[src/rtl/regfile_pkg.sv]
// Shared widths, depths and the pending-load entry type for the WB-stage register file writer.
package regfile_pkg;

    localparam int DATA_W   = 16;
    localparam int ADDR_W   = 5;
    localparam int NUM_REGS = 2 ** ADDR_W;
    localparam int LD_DEPTH = 4;
    localparam int LD_PTR_W = $clog2(LD_DEPTH);

    localparam logic [ADDR_W-1:0] REG_ZERO = '0;

    typedef struct packed {
        logic              valid;
        logic [ADDR_W-1:0] rd;
    } ld_entry_t;

endpackage

[src/rtl/regfile_writeback_pending_load_fifo.sv]
// In-order queue of outstanding load destinations; every slot is exposed so the
// busy scoreboard can match against all loads still in flight.
module pending_load_fifo
    import regfile_pkg::*;
(
    input  logic              clk,
    input  logic              rst,
    input  logic              i_push,
    input  logic [ADDR_W-1:0] i_push_rd,
    input  logic              i_pop,
    output logic              o_full,
    output logic              o_empty,
    output logic [ADDR_W-1:0] o_head_rd,
    output ld_entry_t         o_entries [LD_DEPTH]
);

    ld_entry_t           r_entries [LD_DEPTH];
    logic [LD_PTR_W-1:0] r_wr_ptr;
    logic [LD_PTR_W-1:0] r_rd_ptr;
    logic [LD_PTR_W:0]   r_count;

    logic w_push;
    logic w_pop;

    assign o_full    = (r_count == (LD_PTR_W + 1)'(LD_DEPTH));
    assign o_empty   = (r_count == '0);
    assign o_head_rd = r_entries[r_rd_ptr].rd;
    assign o_entries = r_entries;

    // Push and pop never target the same slot: push needs !full, pop needs !empty.
    assign w_push = i_push & ~o_full;
    assign w_pop  = i_pop & ~o_empty;

    always_ff @(posedge clk or posedge rst) begin
        if (rst) begin
            for (int i = 0; i < LD_DEPTH; i++) begin
                r_entries[i] <= '0;
            end
            r_wr_ptr <= '0;
            r_rd_ptr <= '0;
            r_count  <= '0;
        end else begin
            if (w_push) begin
                r_entries[r_wr_ptr].valid <= 1'b1;
                r_entries[r_wr_ptr].rd    <= i_push_rd;
                r_wr_ptr                  <= r_wr_ptr + 1'b1;
            end
            if (w_pop) begin
                r_entries[r_rd_ptr].valid <= 1'b0;
                r_rd_ptr                  <= r_rd_ptr + 1'b1;
            end
            case ({w_push, w_pop})
                2'b10:   r_count <= r_count + 1'b1;
                2'b01:   r_count <= r_count - 1'b1;
                default: r_count <= r_count;
            endcase
        end
    end

endmodule

[src/rtl/regfile_writeback.sv]
// WB-stage writer for the register file port: merges ALU results and in-order load
// returns onto one registered write port, and tracks per-register writes in flight.
module regfile_writeback
    import regfile_pkg::*;
(
    input  logic              clk,
    input  logic              rst,
    input  logic              alu_valid,
    input  logic [ADDR_W-1:0] alu_rd,
    input  logic [DATA_W-1:0] alu_data,
    output logic              alu_ready,
    input  logic              ld_issue,
    input  logic [ADDR_W-1:0] ld_rd,
    output logic              ld_issue_ready,
    input  logic              ld_resp_valid,
    input  logic [DATA_W-1:0] ld_resp_data,
    input  logic [ADDR_W-1:0] chk_add1,
    input  logic [ADDR_W-1:0] chk_add2,
    output logic              busy1,
    output logic              busy2,
    output logic              enw,
    output logic [ADDR_W-1:0] rd_add,
    output logic [DATA_W-1:0] write_data,
    output logic              err
);

    logic              r_hold_valid;
    logic [ADDR_W-1:0] r_hold_rd;
    logic [DATA_W-1:0] r_hold_data;
    logic              r_enw;
    logic [ADDR_W-1:0] r_rd_add;
    logic [DATA_W-1:0] r_write_data;
    logic              r_err;

    logic              w_fifo_full;
    logic              w_fifo_empty;
    logic [ADDR_W-1:0] w_head_rd;
    ld_entry_t         w_entries [LD_DEPTH];

    logic              w_alu_acc;
    logic              w_pop;
    logic              w_sel_valid;
    logic [ADDR_W-1:0] w_sel_rd;
    logic [DATA_W-1:0] w_sel_data;
    logic              w_hold_load;
    logic              w_hold_clear;
    logic              w_match1;
    logic              w_match2;

    assign alu_ready      = ~r_hold_valid;
    assign ld_issue_ready = ~w_fifo_full;
    assign w_alu_acc      = alu_valid & alu_ready;
    assign w_pop          = ld_resp_valid & ~w_fifo_empty;

    assign enw        = r_enw;
    assign rd_add     = r_rd_add;
    assign write_data = r_write_data;
    assign err        = r_err;

    pending_load_fifo u_pending_load_fifo (
        .clk       (clk),
        .rst       (rst),
        .i_push    (ld_issue),
        .i_push_rd (ld_rd),
        .i_pop     (w_pop),
        .o_full    (w_fifo_full),
        .o_empty   (w_fifo_empty),
        .o_head_rd (w_head_rd),
        .o_entries (w_entries)
    );

    // A load response owns the port even when orphaned; a concurrent ALU result parks in hold.
    always_comb begin
        w_sel_valid  = 1'b0;
        w_sel_rd     = REG_ZERO;
        w_sel_data   = '0;
        w_hold_load  = 1'b0;
        w_hold_clear = 1'b0;
        if (ld_resp_valid) begin
            w_hold_load = w_alu_acc;
            if (!w_fifo_empty) begin
                w_sel_valid = 1'b1;
                w_sel_rd    = w_head_rd;
                w_sel_data  = ld_resp_data;
            end
        end else if (r_hold_valid) begin
            w_sel_valid  = 1'b1;
            w_sel_rd     = r_hold_rd;
            w_sel_data   = r_hold_data;
            w_hold_clear = 1'b1;
        end else if (w_alu_acc) begin
            w_sel_valid = 1'b1;
            w_sel_rd    = alu_rd;
            w_sel_data  = alu_data;
        end
    end

    always_ff @(posedge clk or posedge rst) begin
        if (rst) begin
            r_hold_valid <= 1'b0;
            r_hold_rd    <= '0;
            r_hold_data  <= '0;
        end else if (w_hold_load) begin
            r_hold_valid <= 1'b1;
            r_hold_rd    <= alu_rd;
            r_hold_data  <= alu_data;
        end else if (w_hold_clear) begin
            r_hold_valid <= 1'b0;
        end
    end

    always_ff @(posedge clk or posedge rst) begin
        if (rst) begin
            r_enw        <= 1'b0;
            r_rd_add     <= '0;
            r_write_data <= '0;
            r_err        <= 1'b0;
        end else begin
            r_enw <= w_sel_valid & (w_sel_rd != REG_ZERO);
            if (w_sel_valid) begin
                r_rd_add     <= w_sel_rd;
                r_write_data <= w_sel_data;
            end
            if (ld_resp_valid && w_fifo_empty) begin
                r_err <= 1'b1;
            end
        end
    end

    // The enw term keeps busy up through the cycle the RF actually latches the value.
    always_comb begin
        w_match1 = (r_hold_valid && r_hold_rd == chk_add1) || (r_enw && r_rd_add == chk_add1);
        w_match2 = (r_hold_valid && r_hold_rd == chk_add2) || (r_enw && r_rd_add == chk_add2);
        for (int i = 0; i < LD_DEPTH; i++) begin
            if (w_entries[i].valid && w_entries[i].rd == chk_add1) w_match1 = 1'b1;
            if (w_entries[i].valid && w_entries[i].rd == chk_add2) w_match2 = 1'b1;
        end
        busy1 = w_match1 && (chk_add1 != REG_ZERO);
        busy2 = w_match2 && (chk_add2 != REG_ZERO);
    end

endmodule
[config.mk]
export PLATFORM = sky130hd
export DESIGN_NAME = regfile_writeback
export DESIGN_NICKNAME = d
export VERILOG_FILES = /design/src/rtl/regfile_pkg.sv /design/src/rtl/regfile_writeback_pending_load_fifo.sv /design/src/rtl/regfile_writeback.sv
export SDC_FILE = /design/constraint.sdc
export NUM_CORES = 1
export LEC_CHECK = 0
export ABC_CLOCK_PERIOD_IN_PS = 2800
export BUFFER_PORTS_ARGS = -buffer_cell sky130_fd_sc_hd__buf_2
export CAP_MARGIN = 20
export CORE_MARGIN = 3
export CORE_UTILIZATION = 55
export CTS_BUF_LIST = sky130_fd_sc_hd__clkbuf_16
export CTS_CLUSTER_SIZE = 24
export DETAILED_ROUTE_END_ITERATION = 10
export GPL_TIMING_DRIVEN = 1
export HOLD_SLACK_MARGIN = 0.1
export PLACE_DENSITY = 0.91
export SLEW_MARGIN = 20
export SYNTH_ARGS = -nofsm -noshare
export SYNTH_HDL_FRONTEND = slang
export SYNTH_SLANG_ARGS = --single-unit
[constraint.sdc]
create_clock -name clk -period 2.8 [get_ports clk]
set_clock_uncertainty 0.2 [all_clocks]
set_input_delay 0.42 -clock clk [delete_from_list [all_inputs] [get_ports clk]]
set_output_delay 0.42 -clock clk [all_outputs]
set_load 0.02 [all_outputs]
# Word-level counts from Yosys, hierarchy flattened
# Index checks and enable logic that the tools add are counted.
[op_classes]
add_sub_neg = 4
n_lt_le_gt_ge = 4
eq_ne = 15
n_mux = 40
n_bitwise = 10
reduce_logical = 25
[ops]
columns = ["operator", "n"]
rows = [
  ["bitwise mux 24 bit", 3],
  ["two-way mux 16 bit", 4],
  ["equality test 5 bit", 12],
  ["two-way mux 24 bit", 2],
  ["demux 6 bit (select 2 bit)", 3],
  ["two-way mux 5 bit", 7],
  ["logical AND 1 bit", 17],
  ["two-way mux 1 bit", 17],
  ["nonzero test 5 bit", 3],
  ["binary-select mux 6 bit (select 2 bit)", 1],
  ["two-way mux 6 bit", 2],
  [">= comparator 3 bit (second input constant)", 2],
  ["< comparator 3 x 1 -> 1 bit (second input constant)", 2],
  ["NOT 2 -> 3 bit", 2],
  ["case mux 3 bit (2 select lines)", 1],
  ["bitwise AND 1 bit", 5],
  ["adder 2 x 1 -> 2 bit (second input constant)", 2],
  ["nonzero test 2 bit", 2],
  ["adder 3 x 1 -> 3 bit (second input constant)", 1],
  ["equality test 3 bit (second input constant)", 1],
  ["logical NOT 3 bit", 1],
  ["NOT 1 bit", 3],
  ["subtractor 3 x 1 -> 3 bit (second input constant)", 1],
  ["equality test 2 x 1 -> 1 bit (second input constant)", 1],
  ["other kinds (2)", 3],
]
[totals]
reg_bits = 76
in_bits = 57
out_inout_bits = 27
word_cells = 116

# Depth between registers and ports, before layout
# Gate-level depths: netlist of the first run.
[logic_depth]
depth_word = 10
ltp_mapped = 11
mapped_depth_nobuf = 10

# Modules after synthesis
# From an unflattened synthesis of the first run, not the netlist that was laid out.
[hier_totals]
hier_cells = 443
area_unflattened_um2 = 4679.5
[by_module_without_submodules]
columns = ["mod", "instances", "cells_per_inst", "area_per_inst_um2", "seq_area_each_um2"]
rows = [
  ["regfile_writeback", 1, 340, 3209.3, 1126.1],
  ["pending_load_fifo", 1, 103, 1470.2, 775.7],
]

# Least setup slack after synthesis of the first run
# OpenSTA, ideal clock, no wires.
[synth_timing]
kind = "reg-to-reg"
start = "register u_pending_load_fifo.r_count[1]"
end = "register u_pending_load_fifo.r_count[2]"
setup_ps = 79
arrival_time_ps = 2137
required_time_ps = 2521
slack_ps = 384
path_stages_with_launch = 12
n_path_buf = 1
period_less_slack_ps = 2416
path_cell_list = "dfrtp_1 -> inv_1 -> nand3_1 -> and2_1 -> buf_4 -> inv_1 -> ha_1 -> inv_1 -> fa_1 -> xor2_1 -> nor2_1 -> xor2_1"
[synth_via]
elab_cells_between_ends = 13
cone_classes = "add/sub: 2; eq/ne: 3; mux: 1; bitwise: 5; reduce/logical: 2"
[synth_rtl]
columns = ["item", "line", "source"]
rows = [
  ["from (decl)", "regfile_writeback_pending_load_fifo.sv:20", "logic [LD_PTR_W:0] r_count;"],
  ["from (signal assigned)", "regfile_writeback_pending_load_fifo.sv:53", "2'b10: r_count <= r_count + 1'b1;"],
  ["from (signal assigned)", "regfile_writeback_pending_load_fifo.sv:54", "2'b01: r_count <= r_count - 1'b1;"],
  ["from (signal assigned)", "regfile_writeback_pending_load_fifo.sv:55", "default: r_count <= r_count;"],
  ["equality test 3 bit (*)", "regfile_writeback_pending_load_fifo.sv:25", "assign o_full = (r_count == (LD_PTR_W + 1)'(LD_DEPTH));"],
  ["NOT 1 bit (*)", "--", ""],
  ["via ld_issue_ready", "regfile_writeback.sv:14", "output logic ld_issue_ready,"],
  ["bitwise AND 1 bit (*)", "regfile_writeback_pending_load_fifo.sv:31", "assign w_push = i_push & ~o_full;"],
  ["equality test 2 x 1 -> 1 bit or equality test 2 bit (tied branches)", "regfile_writeback_pending_load_fifo.sv:52", "case ({w_push, w_pop})"],
  ["case mux 3 bit (2 select lines) or nonzero test 2 bit (tied branches)", "--", ""],
]
# The timed path passes the listed nets; every way through them passes the cells marked *.
# A chain may end at the register's enable or synchronous reset.

==> summary.md, run 1 <==
| Metric | Value |
|---|---|
| Status | `completed` |
| CP Class | `flop to output pin` |
| Vias in the first global route | `3362` |
| #FFs+latches synth | `76` |
| Cell accounting for the most synthesized area | `dfrtp_1` |
| Pin count of the biggest net entering global routing | `35` |
| Synthesized cell area | `4250 µm²` |
| Critical path endpoint category | `output pin` |
| Total Power | `0.00492 W` |
| Via/cell ratio | `5.93` |
| Worst-Margin Slew | `0.626 ns` |
| Internal power | `0.00303 W` |
| Part of the Yosys area used for sequential elements | `44.8%` |
| Die W | `93.9 µm` |
| Die Y | `93.9 µm` |
| # DRC | `0` |
| R2r setup slk | `0.38 ns` |
| Clock Path Buffers | `2` |
| All-Layer GR Usage | `24.6%` |
| First DRT Iteration DRCs | `168` |
| Slew Viols, Final | `0` |
| Routability cong. | `1.07` |
| Global route total overflow | `0` |
| Synth async-reset ratio | `100%` |
| Hold depth | `2` |
| Power Density | `987 nW/µm²` |
| Synth top area cells | `dfrtp_1 (45%), mux2_1 (11%), xor2_1 (10%), a221o_1 (3.8%), xnor2_1 (3.1%)` |
| Data required, critical path | `2.18 ns` |
| FF-to-FF End | `u_pending_load_fifo.r_count[2]` |
| Slowest cell on the critical path | `nor4_1` |
| Sequential power share | `40.6%` |
| CP Data Arrival Time | `2.02 ns` |
| Syn Nets | `437` |
| Cell with the most instances after synthesis | `dfrtp_1` |
| Clk pin slew, worst setup/hold paths | `0.06 ns` |
| Hold Fails Final Rpt | `0` |
| Fin crit period | `2.64 ns` |
| Max IR drop VDD | `0.579 mV` |
| Crit path cell chain | `xor2_1, nor4_1, nand3_1, nand2_1, o22a_1, buf_2` |
| Syn_area_per_cell | `11.5 µm²` |
| Min-delay src | `alu_data[10]` |
| First-pass GRT wire length | `16800 µm` |
| CTS tree | `built` |
| Mapped Cells | `370` |
| Setup TNS Final | `0 ns` |
| Hold Path Sink | `r_hold_data[10]` |
| Worst-Skew Late Latency | `0.33 ns` |
| Reg-to-Reg Start | `u_pending_load_fifo.r_count[1]` |
| Hpwl dp | `7760 µm` |
| H-tree Lvls | `3` |
| Vias | `3254` |
| FP Rows | `31` |
| Worst slew margin | `58.0%` |
| Largest stage delay, worst path | `0.48 ns` |
| LEAKAGE | `2.30 nW` |
| Post-layout util | `67.7%` |
| Combinational share of power | `36.1%` |
| Max Cap Violations | `0` |
| Sink Count | `76` |
| Peak fanout along the critical path | `4` |
| Setup WS post-layout | `0.162 ns` |
| Count of flip-flops with a built-in enable after synthesis | `0` |
| Core area | `7370 µm²` |
| RSZ-0062 raised after global routing | `no` |
| Most used DFF post-synth | `dfrtp_1` |
| Setup Viol. Count Final | `0` |
| Initial antenna violation count | `0` |
| DIE AREA | `8820 µm²` |
| Post-layout net count | `512` |
| Root buf cell | `clkbuf_16` |
| Area grow syn2layout | `17.4%` |
| Final wirelength | `10400 µm` |
| Initial Utilization | `57.7%` |
| Post-route ant nets | `0` |
| Startpoint types | `flop` |
| Crit share post-route | `94.2%` |
| Switching power | `0.00189 W` |
| Cells on worst reg2reg path | `10` |
| Unique masters post-synth | `41` |
| Synth warn | `0` |
| Post-synth top area share | `44.8%` |
| Wirelength per Cell | `18.9 µm` |
| Drt first pass iters | `5` |
| Port buffer count | `83` |
| Share of cells above drive strength 1 | `27.6%` |
| Post-CTS sizing | `0` |
| Worst slack, placed | `0.395 ns` |
| Total CTS buffers | `9` |
| Number of post-CTS setup repair buffers | `0` |
| Ant diodes | `0` |
| Switch share | `38.5%` |
| Post-synth top cells | `dfrtp_1 (76), xor2_1 (50), mux2_1 (40)` |
| Hold Path Class | `primary input to flop` |
| Fmax | `379 MHz` |
| Ports | `84` |
| Fillers | `567` |
| Clk network pwr share | `23.3%` |
==> what timing repair did <==
| action | 4_1_cts | 5_1_grt |
|---|---|---|
| hold buffers | 1 | 0 |
| endpoints found under the setup margin | 0 | 0 |
| hold endpoints to repair | 26 | 0 |
==> logic make-up after synthesis <==
| kind of cell | after synthesis | synth area share [%] |
|---|---|---|
| AND/OR/NAND/NOR | 78 | 9.04 |
| adder cells (fa/ha/maj) | 10 | 3.12 |
| buffers and inverters | 38 | 5.15 |
| flip-flops | 76 | 44.8 |
| multiplexers | 47 | 13.8 |
| AO/OA/AOI/OAI | 56 | 10.7 |
| XOR/XNOR | 65 | 13.4 |
==> layout by cell type, fill, tap and decap left out, types with 3 or more instances in the layout <==
master      n
buf_2      83
nor2_1     18
nand2_1    18
dfrtp_1    76
xor2_1     50
buf_4       7
nand3_1    15
clkbuf_16   9
inv_2       3
mux2_1     40
a221o_1    16
xnor2_1    15
a21oi_1    12
ha_1        9
nor4_1     12
a22oi_1    17
mux4_2      4
inv_1       7
==> metrics by stage <==
step	cells	area (µm²)	hold WS (ns)
5_1_grt	549	4990	0.109
6_report	549	4990	0.111
3_5_place_dp	532	4680	0.273
2_1_floorplan	370	4250	0.264
4_1_cts	549	4990	0.106
3_3_place_gp	532	4680	0.249
==> metal layers <==
metal  share of wire, %  GRT usage [%]  vias up
met1                 40           31.3     1595
met2                 49           40.3      157
met3                6.5           4.81       38
met5                  0              0        -
met4                3.7           12.0        0
li1                   -              -     1464
==> power groups by stage <==
stage,Sequential (W),Clock (W),Combinational (W)
finish,0.00200,0.00115,0.00178
global route,0.00204,0.00121,0.00193
CTS,0.00198,0.00116,0.00179
detailed placement,0.00199,0,0.00177
global placement,0.00195,0,0.00168
floorplan,0.00195,0,0.00127
==> cell type report <==
cell class / count / area (µm²) / share of cell area (%)
Multi-Input combinational cell: 256 / 2130 / 42.8
Sequential cell: 76 / 1900 / 38.1
Timing Repair Buffer: 92 / 498 / 9.98
Clock buffer: 9 / 225 / 4.52
Tap cell: 99 / 124 / 2.48
Clock inverter: 7 / 67.6 / 1.35
Inverter: 10 / 37.5 / 0.753
==> worst max-delay path by stage <==
stage / start / to / slack (ns) / depth (start not counted)
after floorplan: rst / async pin / 0.24 / 1
after detailed placement: u_pending_load_fifo.r_count[1] / u_pending_load_fifo.r_count[2] / 0.40 / 10
after global routing: flop / busy2 / 0.06 / 6
final: flop / busy2 / 0.16 / 6
after CTS: flop / busy2 / 0.17 / 6
after global placement: chk_add1[4] / busy1 / 0.43 / 7
==> worst max-delay path, delay by kind of cell (launching register included) <==
kind / cells / cell delay [ns]
and+or+nand+nor: 3 / 0.76
DFF: 1 / 0.44
xor gates and xnor gates: 1 / 0.18
buffers and inverters: 1 / 0.16
AOI/OAI and AO/OA: 1 / 0.14
(Power assumes the default switching activity.)
==> run 2: changes to the inputs <==
Settings changed: MAX_ROUTING_LAYER from default to met4.
==> summary.md, run 2 (synthesis results as in run 1) <==
| Metric | Value |
|---|---|
| Worst-Skew Late Latency | `0.33 ns (about the same)` |
| Hold Fails Final Rpt | `0 (unchanged)` |
| All-Layer GR Usage | `26.2% (was 24.6%)` |
| Commonest non-fill, non-tap cells in the layout | `buf_2 (83), dfrtp_1 (76), xor2_1 (50), mux2_1 (40) (unchanged)` |
| Status | `completed (unchanged)` |
| Top Metal Used | `met4 (unchanged)` |
| Worst-Margin Slew | `0.617 ns (was 0.626 ns)` |
| Worst slack, placed | `0.329 ns (was 0.395 ns)` |
| LEAKAGE | `2.30 nW (about the same)` |
| Cell family with most CP delay | `simple AND/OR/NAND/NOR gates (unchanged)` |
| Peak fanout along the critical path | `4 (unchanged)` |
| Clock Path Buffers | `2 (unchanged)` |
| Hold Path Class | `primary input to flop (unchanged)` |
| Setup WS post-layout | `0.196 ns (was 0.162 ns)` |
| Area grow syn2layout | `16.9% (was 17.4%)` |
| Setup Viol. Count Final | `0 (unchanged)` |
| WL met1 | `4180 µm (was 4190 µm)` |
| Data required, critical path | `2.18 ns (about the same)` |
| Ant diodes | `0 (unchanged)` |
| Root buf cell | `clkbuf_16 (unchanged)` |
| Via/cell ratio | `6.04 (was 5.93)` |
| # DRC | `0 (unchanged)` |
| Slowest cell on the critical path | `dfrtp_1 (was nor4_1)` |
| Initial antenna violation count | `0 (unchanged)` |
| Largest stage delay, worst path | `0.45 ns (was 0.48 ns)` |
| Power Density | `990 nW/µm² (was 987 nW/µm²)` |
| Setup TNS Final | `0 ns (unchanged)` |
| Startpoint types | `flop (unchanged)` |
| Met2 WL | `5300 µm (was 5130 µm)` |
| Initial Utilization | `57.7% (unchanged)` |
| Vias in the first global route | `3539 (was 3362)` |
| Slew Viols, Final | `0 (unchanged)` |
| Crit share post-route | `93.0% (was 94.2%)` |
| Pin count of the biggest net entering global routing | `33 (was 35)` |
| Hpwl dp | `7860 µm (was 7760 µm)` |
| Critical path endpoint category | `output pin (unchanged)` |
| Die W | `93.9 µm (unchanged)` |
| Core area | `7370 µm² (unchanged)` |
| Post-route ant nets | `0 (unchanged)` |
| Max Cap Violations | `0 (unchanged)` |
| FP Rows | `31 (unchanged)` |
| Met3 WL post-DR | `750 µm (was 679 µm)` |
| H-tree Lvls | `3 (unchanged)` |
| Commonest non-fill, non-tap cell in the layout | `buf_2 (unchanged)` |
| Global route total overflow | `0 (unchanged)` |
| Routability cong. | `1.07 (about the same)` |
| DIE AREA | `8820 µm² (unchanged)` |
| CTS tree | `built (unchanged)` |
| CP Class | `flop to output pin (unchanged)` |
| Clk pin slew, worst setup/hold paths | `0.06 ns (about the same)` |
| First DRT Iteration DRCs | `150 (was 168)` |
| Post-CTS sizing | `0 (unchanged)` |
| Final wirelength | `10700 µm (was 10400 µm)` |
| RSZ-0062 raised after global routing | `no (unchanged)` |
| Wirelength per Cell | `19.6 µm (was 18.9 µm)` |
| Port buffer count | `83 (unchanged)` |
| Sink Count | `76 (unchanged)` |
| Ports | `84 (unchanged)` |
| Vias | `3315 (was 3254)` |
| CP Data Arrival Time | `1.98 ns (was 2.02 ns)` |
| Fmax | `384 MHz (was 379 MHz)` |
| Worst slew margin | `58.6% (was 58.0%)` |
| Share of cells above drive strength 1 | `27.3% (was 27.6%)` |
| Max IR drop VDD | `0.462 mV (was 0.579 mV)` |
| First-pass GRT wire length | `17400 µm (was 16800 µm)` |
| Critical path buffers and inverters | `1 (unchanged)` |
| Die Y | `93.9 µm (unchanged)` |
| Total CTS buffers | `9 (unchanged)` |
| Post-layout util | `67.4% (was 67.7%)` |
| Number of post-CTS setup repair buffers | `0 (unchanged)` |
| Drt first pass iters | `5 (unchanged)` |
| Post-layout net count | `512 (unchanged)` |
| Crit path cell chain | `xor2_1, nor4_1, nand3_1, nand4_1, o22a_1, buf_2 (was xor2_1, nor4_1, nand3_1, nand2_1, o22a_1, buf_2)` |
| Fin crit period | `2.60 ns (was 2.64 ns)` |
| Fillers | `580 (was 567)` |
## run 2: changes by cell type in the layout (fill, tap and decap cells not counted)
cell        change
inv_1           +2
buf_12          -1
buf_4           +1
clkinv_1        -1
clkinv_2        +1
clkinv_4        -1
clkinvlp_4      -1
## run 2: layout make-up
class / count / area [µm²] / area share (%)
Sequential cell: 76 / 1900 / 38.3
Inverter: 10 / 37.5 / 0.756
Multi-Input combinational cell: 256 / 2130 / 42.9
Clock buffer: 9 / 225 / 4.53
Clock inverter: 7 / 60.1 / 1.21
Tap cell: 99 / 124 / 2.49
Timing Repair Buffer: 92 / 485 / 9.77
## run 2: metrics by stage
| stage | area [µm²] | cells | hold slack (ns) | total power (W) |
|---|---|---|---|---|
| 6_report | 4970 | 549 | 0.115 | 0.00492 |
| 3_5_place_dp | 4670 | 532 | 0.259 | 0.00377 |
| 4_1_cts | 4970 | 549 | 0.115 | 0.00492 |
| 2_1_floorplan | 4250 | 370 | 0.264 | 0.00323 |
| 5_1_grt | 4970 | 549 | 0.124 | 0.00518 |
| 3_3_place_gp | 4670 | 532 | 0.247 | 0.00363 |
## run 2: repair_timing
action / 4_1_cts / 5_1_grt
endpoints found under the hold margin: 26 / 0
hold buffers: 1 / 0
setup endpoints to repair: 0 / 0
## run 2: final timing paths
check,startpoint,endpoint,slack (ns),cells past startpoint
worst max register to register,u_pending_load_fifo.r_count[1],u_pending_load_fifo.r_count[2],0.32,10
max in group asynchronous,rst,async pin,1.08,4
worst min-delay path,alu_data[14],r_hold_data[14],0.12,2
min in group asynchronous,rst,r_hold_data[14],0.49,3
worst max-delay path,flop,busy1,0.20,6
worst min register to register,err,err,0.27,1
## run 2: metal layers
layer / global-route usage [%] / up-vias
met5: - / -
met4: 14.2 / 0
met3: 4.41 / 55
met2: 43.3 / 178
met1: 30.6 / 1618
li1: - / 1464
## run 2: power by group
group	switching [W]	internal, W
clock network	0.000431	0.000678
logic	0.000949	0.000852
registers	0.000512	0.00150
total	0.00189	0.00303
